$ cat src/rtl/mem_loader.sv
// mem_loader: assembles a big-endian byte stream into 16-bit words, loads IRAM then DRAM, then pulses start.
module mem_loader #(
  parameter int DATA_W     = 16,
  parameter int ADDR_W     = 16,
  parameter int IRAM_DEPTH = 256,
  parameter int DRAM_DEPTH = 256
) (
  input  logic              clock,
  input  logic              reset,
  input  logic [7:0]        in_data,
  input  logic              in_valid,
  output logic              in_ready,
  input  logic              rearm,
  output logic [DATA_W-1:0] instruc_mem_store,
  output logic              write_en_ir,
  output logic [ADDR_W-1:0] iram_addr,
  output logic [DATA_W-1:0] data_mem_store,
  output logic              write_en_d,
  output logic [ADDR_W-1:0] dram_addr,
  output logic              start,
  output logic              busy,
  output logic              done,
  output logic              error
);
  typedef enum logic [3:0] {
    HDR_I_HI, HDR_I_LO, HDR_D_HI, HDR_D_LO, LOAD_I, LOAD_D, START, DONE, ERROR
  } state_t;
  state_t state_q, state_d;
  logic [7:0]        hi_q, hi_d;
  logic [15:0]       ni_q, ni_d, nd_q, nd_d, idx_q, idx_d;
  logic              lo_q, lo_d, we_ir_q, we_ir_d, we_d_q, we_d_d;
  logic [DATA_W-1:0] word_q, word_d;
  logic [ADDR_W-1:0] ia_q, ia_d, da_q, da_d;
  logic              acc, last;
  assign in_ready = !(state_q inside {START, DONE, ERROR});
  assign acc      = in_valid && in_ready;
  assign last     = (idx_q + 16'd1) == (state_q == LOAD_I ? ni_q : nd_q);
  // START holds off the pulse while the final word's strobe is still on the bus
  assign start    = state_q == START && !(we_ir_q || we_d_q);
  assign busy     = !(state_q inside {DONE, ERROR}) && !start;
  assign done     = state_q == DONE;
  assign error    = state_q == ERROR;
  assign instruc_mem_store = word_q;
  assign data_mem_store    = word_q;
  assign write_en_ir       = we_ir_q;
  assign write_en_d        = we_d_q;
  assign iram_addr         = ia_q;
  assign dram_addr         = da_q;
  always_comb begin
    state_d = state_q;
    hi_d    = hi_q;
    ni_d    = ni_q;
    nd_d    = nd_q;
    idx_d   = idx_q;
    lo_d    = lo_q;
    word_d  = word_q;
    ia_d    = ia_q;
    da_d    = da_q;
    we_ir_d = 1'b0;
    we_d_d  = 1'b0;
    case (state_q)
      HDR_I_HI: if (acc) begin
        hi_d    = in_data;
        state_d = HDR_I_LO;
      end
      HDR_I_LO: if (acc) begin
        ni_d    = {hi_q, in_data};
        state_d = HDR_D_HI;
      end
      HDR_D_HI: if (acc) begin
        hi_d    = in_data;
        state_d = HDR_D_LO;
      end
      HDR_D_LO: if (acc) begin
        nd_d    = {hi_q, in_data};
        state_d = (32'(ni_q) > IRAM_DEPTH || 32'(nd_d) > DRAM_DEPTH) ? ERROR :
                  (ni_q != '0) ? LOAD_I : (nd_d != '0) ? LOAD_D : START;
      end
      LOAD_I, LOAD_D: if (acc) begin
        lo_d = !lo_q;
        if (!lo_q) hi_d = in_data;
        else begin
          word_d  = DATA_W'({hi_q, in_data});
          we_ir_d = state_q == LOAD_I;
          we_d_d  = state_q == LOAD_D;
          ia_d    = state_q == LOAD_I ? ADDR_W'(idx_q) : ia_q;
          da_d    = state_q == LOAD_D ? ADDR_W'(idx_q) : da_q;
          idx_d   = last ? 16'd0 : idx_q + 16'd1;
          if (last) state_d = (state_q == LOAD_I && nd_q != '0) ? LOAD_D : START;
        end
      end
      START: state_d = (we_ir_q || we_d_q) ? START : DONE;
      DONE, ERROR: if (rearm) begin
        state_d = HDR_I_HI;
        hi_d    = '0;
        ni_d    = '0;
        nd_d    = '0;
        idx_d   = '0;
        lo_d    = 1'b0;
      end
      default: state_d = HDR_I_HI;
    endcase
  end
  always_ff @(posedge clock or posedge reset) begin
    if (reset) begin
      state_q <= HDR_I_HI;
      hi_q    <= '0;
      ni_q    <= '0;
      nd_q    <= '0;
      idx_q   <= '0;
      lo_q    <= 1'b0;
      word_q  <= '0;
      ia_q    <= '0;
      da_q    <= '0;
      we_ir_q <= 1'b0;
      we_d_q  <= 1'b0;
    end else begin
      state_q <= state_d;
      hi_q    <= hi_d;
      ni_q    <= ni_d;
      nd_q    <= nd_d;
      idx_q   <= idx_d;
      lo_q    <= lo_d;
      word_q  <= word_d;
      ia_q    <= ia_d;
      da_q    <= da_d;
      we_ir_q <= we_ir_d;
      we_d_q  <= we_d_d;
    end
  end
endmodule

$ cat config.mk
export PLATFORM = sky130hd
export DESIGN_NAME = mem_loader
export DESIGN_NICKNAME = d
export VERILOG_FILES = /design/src/rtl/mem_loader.sv
export SDC_FILE = /design/constraint.sdc
export NUM_CORES = 1
export LEC_CHECK = 0
export BUFFER_PORTS_ARGS = -buffer_cell sky130_fd_sc_hd__buf_2
export CORE_ASPECT_RATIO = 0.5
export CORE_MARGIN = 2
export CORE_UTILIZATION = 50
export CTS_CLUSTER_DIAMETER = 80
export CTS_CLUSTER_SIZE = 30
export DETAILED_ROUTE_END_ITERATION = 10
export PLACE_DENSITY = 0.71
export SETUP_SLACK_MARGIN = 0.15
export SLEW_MARGIN = 10
export SYNTH_ARGS = -nofsm -noshare
export SYNTH_HDL_FRONTEND = slang
export SYNTH_SLANG_ARGS = --single-unit
$ cat constraint.sdc
create_clock -name clock -period 4.5 [get_ports clock]
set_input_delay 0.225 -clock clock [delete_from_list [all_inputs] [get_ports clock]]
set_output_delay 0.225 -clock clock [all_outputs]
set_load 0.1 [all_outputs]
# Word-level counts from Yosys, hierarchy flattened
# Cells that the tools add are included.
classes:
  magnitude_cmp: 2
  multipliers: 0
  eq_ne: 19
  add_sub_neg: 1
  reduce_logical: 33
  n_bitwise: 0
  div: 0
  n_mux: 37
  n_shift: 0
op_table:
  columns: ["operator", "n"]
  rows:
  - ["$mux 16", 6]
  - ["$pmux 16 s2", 3]
  - ["$reduce_bool 16->1", 3]
  - ["$mux 4", 9]
  - ["$gt 16x9->1 const B", 2]
  - ["$mux 8", 4]
  - ["$pmux 4 s7", 1]
  - ["$pmux 8 s3", 1]
  - ["$ne 2x2->1 const B", 9]
  - ["$add 16x1->16 const B", 1]
  - ["$eq 16x16->1", 1]
  - ["$eq 4x3->1 const B", 4]
  - ["$reduce_and 3->1", 4]
  - ["$reduce_and 4->1", 3]
  - ["$mux 1", 9]
  - ["$eq 4x2->1 const B", 2]
  - ["$reduce_and 8->1", 1]
  - ["$reduce_bool 2->1", 4]
  - ["$mux 2", 3]
  - ["$reduce_bool 3->1", 2]
  - ["$reduce_or 2->1", 3]
  - ["$logic_not 1->1", 5]
  - ["$reduce_and 5->1", 1]
  - ["$eq 4x1->1 const B", 1]
  - ["other kinds (6)", 10]
word_totals:
  in_bits: 12
  latchBits: 0
  memories: 0
  out_inout_bits: 71
  ff_bits: 111
  word_cells: 103
  rom_bits: 0
  ramBits: 0

# Depth between registers and ports, before layout
# Gate-level depths: netlist of the first run.
logic_depth:
  ltp_word: 7
  depth_mapped: 12
  mapped_depth_nobuf: 9

# Least setup slack after synthesis of the first run
# No wires, ideal clock.
synth_timing:
  path_type: "reg-to-output"
  from: "reg state_q[2]"
  to: "out busy"
  n_path_buf: 2
  t_required_ns: 4.275
  setup_slack_ns: -1.564
  t_arrival_ns: 5.839
  path_stages_with_launch: 7
  path_cell_list: "dfrtp_1 -> buf_4 -> clkbuf_1 -> nor2b_1 -> nand2_1 -> nor4_1 -> nor3_1"
synth_via:
  elab_chain_cells: 4
  elab_cells_between_ends: 8
  cone_classes: "eq/ne: 3; reduce/logical: 5"
synth_rtl:
  columns: ["item", "line_no", "rtl"]
  rows:
  - ["from (decl)", "28", "state_t state_q, state_d;"]
  - ["from (signal assigned)", "118", "state_q <= state_d;"]
  - ["$eq 4x3->1", "39", "assign start = state_q == START && !(we_ir_q || we_d_q);"]
  - ["$logic_and 1x1->1", "39", null]
  - ["via start", "20", "output logic start,"]
  - ["$logic_not 1->1", "40", "assign busy = !(state_q inside {DONE, ERROR}) && !start;"]
  - ["$logic_and 1x1->1", "40", null]
  - ["to (decl)", "21", "output logic busy,"]
# The timed path passes the listed nets, and every way through them passes these cells.

# Worst setup path after layout of the first run
layout_timing:
  from: "reg state_q[2]"
  to: "reg idx_q[6]"
layout_via:
  elab_chain_cells: 7
  elab_cells_between_ends: 21
  cone_classes: "eq/ne: 9; mux: 5; reduce/logical: 7"
layout_rtl:
  columns: ["item", "line_no", "rtl"]
  rows:
  - ["$eq 4x3->1", "37, 61", null]
  - ["$mux 16", "37", "assign last = (idx_q + 16'd1) == (state_q == LOAD_I ? ni_q : nd_q);"]
  - ["$eq 16x16->1", "37", null]
  - ["$mux 16", "88", "idx_d = last ? 16'd0 : idx_q + 16'd1;"]
  - ["$mux 16", "81", "if (!lo_q) hi_d = in_data;"]
  - ["$mux 16", "79", "LOAD_I, LOAD_D: if (acc) begin"]
  - ["$pmux 16 s2", "61", "case (state_q)"]
  - ["to (signal assigned)", "122", "idx_q <= idx_d;"]
  - ["to (decl)", "30", "logic [15:0] ni_q, ni_d, nd_q, nd_d, idx_q, idx_d;"]
# Several ways; a longest one is shown, not always the timed one. The select of a mux whose other input is x is not followed.
# A chain may end at the register's enable or synchronous reset.

==> impl_metrics.ini, run 1 <==
[finish]
drive_gt1_share_pct = 27.93
fillers = 1003
antennaDiodeCount = 0
multiInputGateArea_um2 = 2476
synthToLayoutAreaGrowth_pct = 12.04
final_common_cell = dfrtp_1
nets = 606
seqCellArea_um2 = 2778
final_cell_mix = dfrtp_1, nand2_1, buf_2

[job]
drv_cap = 0

[detailed_routing]
dr.pass1.iters = 5
top_layer = met4
ant_nets = 0
via_per_inst = 5.489
wl_met2_um = 5257
dr.first_iter.drc_count = 331
drt-total-wl_um = 12280
wl_met1_um = 6274
wire_per_inst_um = 16.52
dr_total_vias = 4078
remaining_drc_errors = 0
routed-wl-met3_um = 617

[synth]
synth_edf_count = 0
synth_top_area_share_pct = 49.88
synth.avg_cell_area_um2 = 10.28
synthCells = 542
ys_ff_latch = 111
synth_nets = 555
ys_top_cells_by_area = dfrtp_1, mux2_2, nand2_1
synth-seq-area-share_pct = 49.88
async_reset_ff_share_pct = 100.0
synth.distinct_cells = 55
syn_area_um2 = 5569
synth_area_leader_cell = dfrtp_1
ys.flop_type = dfrtp_1
synth_warnings = 0

[clocking]
cts_resized = 0
numCtsBuffers = 9
clock_latency_ps = 360
clk_pin_slew_ps = 80
holdBufCountCts = 0
cts.sinks = 111
cts_root_buffer = clkbuf_16
cts_max_level = 3
cts_tree = yes
postCtsSetupBuffers = 0
cts.path.max_buffers = 2

[setup_path]
worstPathRequired_ps = 4730
worstSetupPathType = reg -> reg
endpoint = idx_q[6]
end_kind = flop
worstPathCellList = or4b_1 > mux2i_1 > o211ai_1 > a211oi_2 > nand4_1 > or4_1 > o21ai_4 > nor2_1
r2r_setup_slack_ps = 780
r2r_start = state_q[2]
cp.arrival_ps = 3950
crit_path_max_incr_delay_ps = 930
critical_path.startpoint_type = flop
r2r-end = idx_q[6]
slowest_stage = or4b_1
ff2ff_path_depth = 8
crit_fanout = 18
critPathLaunch = state_q[2]

[sta]
skew_ps = 10.23
layout_setup_ws_ps = 780.2
hold_violations = 0
rsz0062_at_grt = no
fin_crit_ps = 3720
tightest_slew_ps = 1063
drv_slew = 0
tns_ps = 0
finalCritPeriodShare_pct = 82.66
setup_viol = 0
slew_headroom_pct = 28.94
fmax_mhz = 268.8

[grt]
grt_max_degree = 80
grt_pass1_wl_um = 20070
grt_overflow = 0
grt_pass1_vias = 3702
antenna_found_initial = 0
track_usage_pct = 21.11

[placement]
hpwl_um = 8912
io_buffers = 82
dpl_worst_slack_ps = 801.9
gp_congestion = 0.8585

[power_and_ir_drop]
power.leakage_nw = 3.223
peakVddDrop_mv = 0.2373
power.density_nw_per_um2 = 526.2

[floorplan]
rows = 27
die_width_um = 153.3
floorplan.initialDensity_pct = 51.04
die_area_um2 = 12050
design.core.area_um2 = 10910
die_h_um = 78.63
ioPinCount = 83

[worst_hold_path]
min_path_type = in -> reg

[status]
status = finished clean
worst max-delay path: cells and delay by family, from the launching register on:
kind,cells,cell delay [ps]
flops,1,650
simple gates,4,1790
compound gates,3,680
mux,1,460
worst min-delay path by stage:
stage | from | to | slack [ps] | depth (start not counted)
finish | in_data[2] | data_mem_store[2] | 90 | 3
global route | in_data[2] | data_mem_store[2] | 100 | 3
CTS | in_data[6] | data_mem_store[6] | 80 | 3
detailed placement | in_data[0] | data_mem_store[0] | 460 | 3
global placement | in_data[3] | data_mem_store[3] | 450 | 3
floorplan | rearm | state_q[3] | 320 | 1
per-layer routing:
layer  vias up  global-route usage (%)
li1       1966                       -
met1      1995                   32.45
met5         -                       0
met4         0                   5.648
met2       107                   30.09
met3        10                   4.417
sequential cells by signal, indices dropped and copies added (netlist names):
register and cells:
lo_q 1, idx_q 16, write_en_ir 1, nd_q 16, dram_addr 16, data_mem_store 16, ni_q 16, hi_q 8
iram_addr 16, write_en_d 1, state_q 4
final cells by class:
cell class	instances	area share, %
Inverter	16	1.003
Tap cell	145	2.908
Multi-Input combinational cell	367	39.68
Clock inverter	7	0.9826
Clock buffer	9	3.609
Timing Repair Buffer	88	7.299
Sequential cell	111	44.52
synth_stat cells (4+ instances only):
library cell,n
buf_4,17
clkbuf_1,22
inv_1,14
nand4_1,5
buf_1,5
and2_1,9
nor4_1,15
dfrtp_1,111
nor3_1,8
a21oi_1,8
mux2i_1,16
nand2_1,89
xor2_1,18
mux2_2,53
or4_1,4
nor2_1,29
xnor2_1,13
o21ai_0,25
nand3_1,22
report_power, final:
| group | total (mW) | switching (mW) | internal, mW |
|---|---|---|---|
| combinational | 1.02 | 0.594 | 0.427 |
| sequential | 1.49 | 0.274 | 1.21 |
| clock | 0.776 | 0.388 | 0.388 |
logic make-up (layout without fill, tap and decap cells):
family / count (synthesis) / in the layout / synth area share (%)
AO/OA/AOI/OAI: 58 / 58 / 6.628
XOR/XNOR: 33 / 33 / 5.684
adder cells (fa/ha/maj): 1 / 1 / 0.2246
buffers and inverters: 64 / 120 / 5.774
flip-flops: 111 / 111 / 49.88
multiplexers: 70 / 70 / 14.00
AND/OR/NAND/NOR: 205 / 205 / 17.82
per-stage QoR:
step / total power, mW / area, um2 / cells / hold WS [ps] / utilization [%]
2_1_floorplan: 2.266 / 5575 / 542 / 316.8 / -
4_1_cts: 3.307 / 6240 / 743 / 75.26 / 57.18
3_3_place_gp: 2.485 / 5953 / 727 / 451.4 / 54.56
6_report: 3.283 / 6240 / 743 / 87.06 / 57.18
5_1_grt: 3.473 / 6240 / 743 / 98.35 / 57.18
3_5_place_dp: 2.519 / 5953 / 727 / 462.5 / 54.56
Power figures use the tool's default switching activity.
==> run 2, diff against run 1 <==
- PLACE_DENSITY: 0.71 -> 0.74
- clock period: 4.5 -> 3.3 ns (I/O delays scaled with it)
==> impl_metrics.ini, run 2 (synthesis gave the netlist of run 1 again) <==
[placement]
io_buffers = 82
hpwl_um = 9268
gp_congestion = 0.9510
dpl_worst_slack_ps = 208.0

[power_and_ir_drop]
peakVddDrop_mv = 0.3351
power.leakage_nw = 3.327
power.density_nw_per_um2 = 737.3

[setup_path]
ff2ff_path_depth = 9
worstSetupPathType = reg -> reg
worstPathRequired_ps = 3520
end_kind = flop
cp.arrival_ps = 3260
crit_fanout = 18
r2r_setup_slack_ps = 260
critical_path.startpoint_type = flop

[finish]
final_common_cell = dfrtp_1
final_cell_mix = dfrtp_1, nand2_1, buf_2
antennaDiodeCount = 0
fillers = 922
nets = 622
synthToLayoutAreaGrowth_pct = 16.22
drive_gt1_share_pct = 31.27

[floorplan]
rows = 27
die_area_um2 = 12050
design.core.area_um2 = 10910
floorplan.initialDensity_pct = 51.04
die_h_um = 78.63
ioPinCount = 83
die_width_um = 153.3

[sta]
layout_setup_ws_ps = 259.8
drv_slew = 0
tightest_slew_ps = 774.3
skew_ps = 11.64
setup_viol = 0
tns_ps = 0
slew_headroom_pct = 48.38
fin_crit_ps = 3040
rsz0062_at_grt = no
fmax_mhz = 328.9
hold_violations = 0
finalCritPeriodShare_pct = 92.13

[grt]
grt_max_degree = 65
grt_pass1_vias = 3896
grt_pass1_wl_um = 20990
grt_overflow = 0
track_usage_pct = 22.27
antenna_found_initial = 0

[clocking]
numCtsBuffers = 9
cts_root_buffer = clkbuf_16
cts_tree = yes
clock_latency_ps = 350
postCtsSetupBuffers = 0
cts.path.max_buffers = 2
clk_pin_slew_ps = 80
cts_max_level = 3
cts.sinks = 111

[worst_hold_path]
hold_depth = 3
min_path_type = in -> reg

[detailed_routing]
remaining_drc_errors = 0
dr.first_iter.drc_count = 324
wire_per_inst_um = 17.18
dr_total_vias = 4274
drt-total-wl_um = 13040
via_per_inst = 5.631
dr.pass1.iters = 5
ant_nets = 0

[job]
drv_cap = 0

[status]
status = finished clean
## run 2: cell types whose count changed in the layout (fill, tap and decap cells not counted), moves of 2 or more
| cell | change |
|---|---|
| dfrtp_1 | -3 |
| nor2_1 | -2 |
| nor2_2 | +2 |
| mux2i_1 | -2 |
| bufinv_16 | +3 |
| buf_4 | +14 |
| dfrtp_2 | +3 |
## run 2: cell type report
| class | count | area, um2 | share of cell area, % |
|---|---|---|---|
| Clock buffer | 9 | 225.2 | 3.480 |
| Clock inverter | 7 | 123.9 | 1.914 |
| Inverter | 16 | 63.81 | 0.9859 |
| Multi-Input combinational cell | 367 | 2515 | 38.86 |
| Sequential cell | 111 | 2781 | 42.97 |
| Tap cell | 145 | 181.4 | 2.803 |
| Timing Repair Buffer | 104 | 581.8 | 8.989 |
## run 2: final timing paths
kind | start | endpoint
max | state_q[3] | idx_q[9]
min | in_data[7] | data_mem_store[7]
max reg2reg | state_q[3] | idx_q[9]
min reg2reg | data_mem_store[12] | data_mem_store[12]
max in group asynchronous | reset | ni_q[8]
min in group asynchronous | reset | ni_q[10]
## run 2: power breakdown
group / internal (mW) / switching (mW)
Sequential: 1.65 / 0.345
Clock: 0.750 / 0.505
Combinational: 0.619 / 0.900
Total: 3.02 / 1.75
## run 2: what timing repair did
item	in CTS	in global routing
hold buffers	1	0
gates resized for setup	0	7
setup endpoints to repair	0	11
hold endpoints to repair	1	0
## run 2: per-stage QoR
stage	total power [mW]	utilization [%]	hold WS, ps	instances	instance area, um2
2_1_floorplan	3.096	-	256.8	542	5595
3_3_place_gp	3.416	55.77	358.0	742	6086
3_5_place_dp	3.481	55.77	372.7	742	6086
4_1_cts	4.757	59.06	24.40	759	6445
5_1_grt	5.023	59.32	33.48	759	6472
6_report	4.772	59.32	29.90	759	6472
## run 2: worst max-delay path, stage by stage, from the launching register on
cell and delay, ps:
dfrtp_1 370, or4b_1 550, buf_6 210, mux2i_1 290, nand2_1 140, o211ai_1 190
a31oi_1 180, or4_4 600, o21ai_4 280, nor2_1 100
## run 2: per-layer routing
| layer | up-vias | wire, um | GRT usage [%] | share of wire [%] |
|---|---|---|---|---|
| met5 | - | 0 | 0 | 0 |
| met4 | 0 | 116 | 5.926 | 0.89 |
| met3 | 11 | 926 | 4.252 | 7.1 |
| met2 | 178 | 5766 | 33.13 | 44 |
| met1 | 2096 | 6228 | 33.45 | 48 |
| li1 | 1989 | - | - | - |
==> run 3, diff against run 2 <==
- ABC_AREA: not set -> 1
==> impl_metrics.ini, run 3 <==
[sta]
layout_setup_ws_ps = 568.4
tightest_slew_ps = 826.5
setup_viol = 0
timing.hold.ws_ps = -30.86
fin_crit_ps = 2732
rsz0062_at_grt = no
skew_ps = 8.520
hold_violations = 43
slew_headroom_pct = 44.90
fmax_mhz = 366.1
tns_ps = 0
drv_slew = 0
finalCritPeriodShare_pct = 82.78

[finish]
antennaDiodeCount = 0
final_cell_mix = nand2_1, dfrtp_1, nor2_1
final_common_cell = nand2_1
drive_gt1_share_pct = 18.09
nets = 854
synthToLayoutAreaGrowth_pct = 12.22
instances_no_fill = 1011

[detailed_routing]
ant_nets = 0
dr_total_vias = 5175
drt-total-wl_um = 14400
wire_per_inst_um = 14.24
dr.first_iter.drc_count = 593
remaining_drc_errors = 0
dr.pass1.iters = 5
via_per_inst = 5.119

[worst_hold_path]
min_path_type = in -> async

[synth]
yosys-top-cells-count = nand2_1, dfrtp_1, nor2_1, inv_1, o21ai_0
synth_nets = 797
syn_area_um2 = 5951
synth-seq-area-share_pct = 46.68
post-synth-top-count-cell = nand2_1
synth_warnings = 0
async_reset_ff_share_pct = 100.0
ys_top_cells_by_area = dfrtp_1, nand2_1, nor2_1
ys_ff_latch = 111
synth.avg_cell_area_um2 = 7.590
synthCells = 784
synth.distinct_cells = 37
synth_top_area_share_pct = 46.68
synth_area_leader_cell = dfrtp_1
ys.flop_type = dfrtp_1
synth_edf_count = 0

[clocking]
cts_resized = 0
cts_root_buffer = clkbuf_16
cts_max_level = 3
clock_latency_ps = 360
cts_tree = yes
clk_pin_slew_ps = 70
cts.sinks = 111
numCtsBuffers = 9
holdBufCountCts = 0
postCtsSetupBuffers = 0
cts.path.max_buffers = 2

[setup_path]
worstPathRequired_ps = 3580
worstPathCellList = inv_4 > nand2_2 > nor3_4 > nor2_4 > nor2_2 > inv_2 > nand2_1 > nor2_4 > nand2_2 > nor2_8 > nor2_1 > a21oi_2
ff2ff_path_depth = 12
crit_fanout = 31
end_kind = flop
cp.arrival_ps = 3020
critical_path.startpoint_type = flop
crit_path_max_incr_delay_ps = 530
worstSetupPathType = reg -> reg
slowest_stage = dfrtp_1

[floorplan]
ioPinCount = 83
floorplan.initialDensity_pct = 50.86
design.core.area_um2 = 11700
rows = 28
die_width_um = 158.3
die_area_um2 = 12840
die_h_um = 81.14

[grt]
track_usage_pct = 23.80
grt_pass1_vias = 4600
antenna_found_initial = 0
grt_pass1_wl_um = 23380
grt_overflow = 0
grt_max_degree = 68

[placement]
hpwl_um = 10560
dp_cells = 995
dpl_worst_slack_ps = 605.4
io_buffers = 82
gp_congestion = 0.8862

[status]
status = finished with violations
violations = negative hold slack

[job]
drv_cap = 0
-- run 3: stage by stage --
stage	utilization, %	area [um2]
final	57.07	6678
after global routing	57.07	6678
after CTS	57.07	6678
after detailed placement	54.27	6350
after global placement	54.27	6350
after floorplan	-	5951
-- run 3: cell families (layout without fill, tap and decap cells) --
kind of cell    count (synthesis)  count (layout)  synth area share (%)
xor+xnor                        1               1                0.1472
simple gates                  427             427                 31.43
mux                             4               4                0.7569
buf+inv                       135             197                 10.77
fa+ha+maj                       1               1                0.2102
compound gates                105             105                 10.01
flops                         111             111                 46.68
-- run 3: layout make-up --
type,instances,area (um2)
tap,165,206.4
inverter,90,342.8
sequential,111,2778
timing repair buffer,91,490.5
multi-input combinational,538,2532
clock buffer,9,225.2
fill,1146,5024
clock inverter,7,102.6
-- run 3: final timing paths --
check / end / slack, ps / startpoint
max: dram_addr[6] / 570 / state_q[0]
max reg2reg: dram_addr[6] / 570 / state_q[0]
min reg2reg: lo_q / 510 / lo_q
min: iram_addr[0] / -30 / reset
min in group clock: data_mem_store[4] / 110 / in_data[4]
max in group asynchronous: data_mem_store[12] / 2590 / reset
-- run 3: metal layers --
layer	vias up	global-route usage (%)	part of all wire (%)
li1	2593	-	-
met3	13	5.816	7.8
met4	0	5.495	1.0
met5	-	0	0
met1	2387	35.98	51
met2	182	34.35	40
-- run 3: worst max-delay path, delay by kind of cell (launching register included) --
| kind | cells | cell delay (ps) |
|---|---|---|
| compound gates | 1 | 120 |
| simple gates | 9 | 1820 |
| buf+inv | 2 | 180 |
| flops | 1 | 530 |
Power of run 3 is not shown: default switching activity piles up to over one toggle a cycle in this logic, so the estimate is an artifact.
